`src/rtl/hazard_scoreboard_pkg.sv`:
```
// Shared definitions for the hazard scoreboard: operand-select stage indices,
// the in-flight tag record and the select-width helper.
package hazard_scoreboard_pkg;

    // Operand select codes; stage N of the tag pipeline forwards as code N.
    localparam int SEL_RF = 0;
    localparam int SEL_EX = 1;
    localparam int SEL_M1 = 2;

    // Widest register index a tag can carry; narrower indices are zero-extended.
    localparam int RW_MAX = 8;

    // One in-flight instruction as seen by the hazard logic.
    typedef struct packed {
        logic              valid;
        logic [RW_MAX-1:0] dst;
        logic              wr;
        logic              load;
    } tag_t;

    // Bits needed to encode n distinct select values (at least 1).
    function automatic int sel_width(input int n);
        int w;
        w = 1;
        for (int k = 1; k < 31; k++) begin
            if ((1 << w) < n) begin
                w = k + 1;
            end
        end
        return w;
    endfunction

endpackage

```
`src/rtl/hazard_scoreboard_src_match.sv`:
```
// Per-source match against the tag pipeline: picks the youngest producing
// stage and flags a load that cannot be forwarded yet.
module hz_src_match
    import hazard_scoreboard_pkg::*;
#(
    parameter int RW  = 5,
    parameter int NST = 3,
    parameter int SW  = 2
) (
    input  logic             used,
    input  logic [RW-1:0]    idx,
    input  tag_t [NST:1]     tags,
    output logic [SW-1:0]    sel,
    output logic             hazard
);

    logic [NST:1] hit;

    // r0 is hard-wired, so it never matches anything in flight.
    generate
        for (genvar gi = 1; gi <= NST; gi++) begin : g_hit
            assign hit[gi] = used && (idx != '0) && tags[gi].valid && tags[gi].wr
                             && (tags[gi].dst == RW_MAX'(idx));
        end
    endgenerate

    // Scan oldest to youngest so the youngest hit overrides; only WB may feed a load result.
    always_comb begin
        sel    = SW'(SEL_RF);
        hazard = 1'b0;
        for (int i = NST; i >= 1; i--) begin
            if (hit[i]) begin
                sel    = SW'(i);
                hazard = tags[i].load && (i < NST);
            end
        end
    end

endmodule

```
`src/rtl/hazard_scoreboard.sv`:
```
// Hazard scoreboard: tracks in-flight destinations from EX to WB, drives the
// operand forwarding selects, load-use stall, freeze and performance counters.
module hazard_scoreboard
    import hazard_scoreboard_pkg::*;
#(
    parameter int RW      = 5,
    parameter int MEM_LAT = 1,
    parameter int CW      = 16,
    localparam int SW     = sel_width(MEM_LAT + 3)
) (
    input  logic          clk,
    input  logic          rst,
    input  logic          id_valid,
    input  logic [RW-1:0] id_rs,
    input  logic [RW-1:0] id_rt,
    input  logic          id_rs_used,
    input  logic          id_rt_used,
    input  logic [RW-1:0] id_dst,
    input  logic          id_wr,
    input  logic          id_load,
    input  logic          mem_busy,
    output logic [SW-1:0] fwd_a,
    output logic [SW-1:0] fwd_b,
    output logic          stall,
    output logic          freeze,
    output logic [CW-1:0] stall_cnt,
    output logic [CW-1:0] fwd_cnt
);

    localparam int NST = MEM_LAT + 2;

    tag_t [NST:1] tags;
    logic         haz_a;
    logic         haz_b;
    logic         fwd_any;

    hz_src_match #(.RW(RW), .NST(NST), .SW(SW)) u_match_rs (
        .used   (id_rs_used),
        .idx    (id_rs),
        .tags   (tags),
        .sel    (fwd_a),
        .hazard (haz_a)
    );

    hz_src_match #(.RW(RW), .NST(NST), .SW(SW)) u_match_rt (
        .used   (id_rt_used),
        .idx    (id_rt),
        .tags   (tags),
        .sel    (fwd_b),
        .hazard (haz_b)
    );

    // A frozen back end cannot make progress, so a stall would be meaningless.
    assign freeze  = mem_busy;
    assign stall   = id_valid && (haz_a || haz_b) && !mem_busy;
    assign fwd_any = (fwd_a != '0) || (fwd_b != '0);

    // EX captures the ID instruction, or a bubble while stalling; holds under freeze.
    always_ff @(posedge clk or negedge rst) begin
        if (!rst) begin
            tags[SEL_EX] <= '0;
        end else if (!mem_busy) begin
            if (stall) begin
                tags[SEL_EX] <= '0;
            end else begin
                tags[SEL_EX] <= '{valid: id_valid, dst: RW_MAX'(id_dst), wr: id_wr, load: id_load};
            end
        end
    end

    generate
        for (genvar gi = SEL_M1; gi <= NST; gi++) begin : g_stage
            // Later stages simply advance one step per unfrozen cycle.
            always_ff @(posedge clk or negedge rst) begin
                if (!rst) begin
                    tags[gi] <= '0;
                end else if (!mem_busy) begin
                    tags[gi] <= tags[gi-1];
                end
            end
        end
    endgenerate

    // Saturating stall / forward counters, frozen along with the pipeline.
    always_ff @(posedge clk or negedge rst) begin
        if (!rst) begin
            stall_cnt <= '0;
            fwd_cnt   <= '0;
        end else if (!mem_busy) begin
            if (stall && (stall_cnt != '1)) begin
                stall_cnt <= stall_cnt + 1'b1;
            end
            if (id_valid && !stall && fwd_any && (fwd_cnt != '1)) begin
                fwd_cnt <= fwd_cnt + 1'b1;
            end
        end
    end

endmodule

```
`config.mk`:
```
export PLATFORM = sky130hd
export DESIGN_NAME = hazard_scoreboard
export DESIGN_NICKNAME = d
export VERILOG_FILES = /design/src/rtl/hazard_scoreboard_pkg.sv /design/src/rtl/hazard_scoreboard_src_match.sv /design/src/rtl/hazard_scoreboard.sv
export SDC_FILE = /design/constraint.sdc
export NUM_CORES = 1
export LEC_CHECK = 0
export CORE_ASPECT_RATIO = 1.5
export CORE_MARGIN = 3
export CORE_UTILIZATION = 36
export CTS_CLUSTER_DIAMETER = 40
export DETAILED_ROUTE_END_ITERATION = 8
export GPL_TIMING_DRIVEN = 0
export PLACE_DENSITY = 0.7
export SETUP_SLACK_MARGIN = 0.1
export SYNTH_ARGS = -nofsm -noshare
export SYNTH_HDL_FRONTEND = slang
export SYNTH_SLANG_ARGS = --single-unit
```
`constraint.sdc`:
```
create_clock -name clk -period 3.05 [get_ports clk]
set_input_delay 0.61 -clock clk [delete_from_list [all_inputs] [get_ports clk]]
set_output_delay 0.61 -clock clk [all_outputs]
set_load 0.1 [all_outputs]
```
==> impl_results.md <==
- Drt initial violations: 90
- Synth Area in Simple Gates: 23.3%
- Syn_nets: 309
- Measured slew at the worst slew-check pin: 977 ps
- Initial DRT Pass Iterations: 4
- Mux cell area share after synthesis: 6.36%
- Worst Hold Class: input pin to async pin
- Core Rows: 40
- Finished Cell Area: 0.00403 sq mm
- First-pass GRT wire length: 12.2 mm
- Layout area overhead: 31.3%
- CTS Buffer Depth: 2
- Root Buffer: clkbuf_16
- Asr flop ratio synth: 100%
- RSZ-0062 raised after global routing: yes
- Worst IR Drop VDD: 0.357 mV
- Post-DP HPWL: 5.32 mm
- Yosys Warn Count: 0
- Critical Path Source Type: input pin
- Via count: 2361
- Max-slew violations: 0
- P per Cell Area: 431 mW/mm^2
- Number of global-route vias before repair: 2498
- Die Width: 81.4 um
- Total power: 1730 uW
- CTS tree: yes
- Finished Core Util: 49.4%
- Mapped Cells: 284
- Pin count of the biggest net entering global routing: 35
- Worst EP arrival: 2290 ps
- Peak Freq: 0.345 GHz
- Final hold vios: 0
- Htree depth: 2
- Leakage: 0.00162 uW
- Initial antenna violation count: 0
- Worst R2R Setup Slack: 430 ps
- Largest family of logic cells by synthesized area: simple AND/OR/NAND/NOR gates
- DRC viols: 0
- Netlist cell types: 41
- ANT cells: 0
- Area of the mapped netlist: 0.00307 sq mm
- Synth Area in XOR/XNOR: 16.8%
- Worst-Skew Late Latency: 290 ps
- CP max FO: 4
- DIE AREA: 0.00969 sq mm
- I/O pin count: 61
- Core area: 0.00816 sq mm
- Share of cells above drive strength 1: 23.5%
- Sequential area share after synthesis: 44.9%
- Post-DRT Antenna Nets: 0
- Routability Congestion: 0.850
- Tmin final: 2900 ps
- Clk pin slew, worst setup/hold paths: 70 ps
- Area of placed instances: 0.00383 sq mm
- CTS Buf Count: 5
- WL final: 6.96 mm
- Avg WL per Cell: 15.0 um
- Most frequent cells in the layout: xnor2_1 (55), dfrtp_1 (53), clkdlybuf4s50_1 (41)
- Nets: 383
- Initial Utilization: 37.6%
- CP endpoint kind: output pin
- Compound-cell area share of the yosys netlist: 5.34%
- Commonest non-fill, non-tap cell in the layout: xnor2_1
- CP Launch Point: id_rs[4]
- Die H: 119 um
- CTS sink count: 55
- Worst Path Required: 2440 ps
- Ys flop type: dfrtp_1
- Max-Cap Viols: 0
- Reg2Reg Depth: 9
- Setup_tns: 0 ps
- GRT overflow: 0
- Status: finished clean
- Port Buf Inserts: 60
- Avg Vias per Cell: 5.10
- Fin crit share: 94.9%
- R2R Path Start: tags[5]
- Crit path kind: input pin to output pin
- GR Util All Layers: 16.1%
- Flops & latches, synth: 55
- Adder-cell share of the synthesized area: 0.816%
- # setup viols final: 0
- Reg-to-reg critical path endpoint: stall_cnt[10]
- Mean Syn Cell Area: 10.8 sq um
- Max_slew headroom: 34.7%
- Post-synth EDFFs: 0
- Worst Skew: 5.91 ps
## where the power goes
| group | leakage, uW | internal (uW) | switching (uW) |
|---|---|---|---|
| Clock | 0.0000727 | 321 | 250 |
| Sequential | 0.000725 | 779 | 57.7 |
| Combinational | 0.000825 | 142 | 184 |
| Total | 0.00162 | 1240 | 492 |
## per-stage QoR
stage,setup slack (ps),std cells,hold WS (ps)
floorplan,195,284,314
global placement,-1570,449,477
detailed placement,-1640,450,482
CTS,1.73,462,320
global route,72.1,463,337
finish,155,463,299
## layer usage
layer | vias up | share of wire [%] | GRT usage [%]
met3 | 12 | 4.0 | 2.87
met1 | 1138 | 40 | 19.6
met4 | 0 | 2.8 | 6.13
met2 | 58 | 53 | 27.3
met5 | - | 0 | 0
li1 | 1153 | - | -
## cells by family (layout without fill, tap and decap cells)
group           after synthesis  count (layout)
flops                        55              55
mux                          17              17
buf+inv                      15              89
xor+xnor                     59              59
compound gates               18              18
simple gates                118             118
fa+ha+maj                     2               2
## repair_timing
item	in CTS	in global routing
hold buffers	0	0
pin swaps	9	10
gates cloned	0	0
setup endpoints to repair	6	5
setup buffers	5	2
resized for setup	75	21
## cell type report
| cell class | instances | area (sq um) |
|---|---|---|
| Fill cell | 752 | 4130 |
| Multi-Input combinational cell | 214 | 1680 |
| Sequential cell | 55 | 1380 |
| Timing Repair Buffer | 68 | 621 |
| Clock buffer | 6 | 139 |
| Tap cell | 105 | 131 |
| Buffer | 9 | 51.3 |
| Inverter | 5 | 18.8 |
| Clock inverter | 1 | 5.00 |
## synth_stat cells, types with 5 or more instances
library cell	count	area share, %
and3_1	13	2.7
dfrtp_1	55	45
inv_1	5	0.61
mux2_2	14	5.1
nand2_1	22	2.7
nand2b_1	9	1.8
nand3_1	15	2.4
nand4_1	15	3.1
nand4_2	8	3.3
nor2_1	11	1.3
nor3_1	7	1.1
o21ai_1	7	1.1
xnor2_1	57	16
## worst max-delay path, cell delays in order
cell,delay (ps)
buf_4,130
or4_4,540
o21ai_4,210
or4_4,190
a22oi_4,60
o22ai_4,170
and2_4,190
buf_12,170
## worst max-delay path by stage
stage | end | slack, ps | depth (start not counted)
2_1_floorplan | fwd_b[0] | 200 | 4
3_3_place_gp | stall | -1570 | 9
3_5_place_dp | stall | -1640 | 9
4_1_cts | stall | 2 | 9
5_1_grt | stall | 70 | 7
6_report | stall | 150 | 8
## state kept, by name, indices dropped and copies added (netlist names)
name,count
fwd_cnt,16
stall_cnt,16
tags,23
No activity file was read; power rests on OpenSTA's default activity.
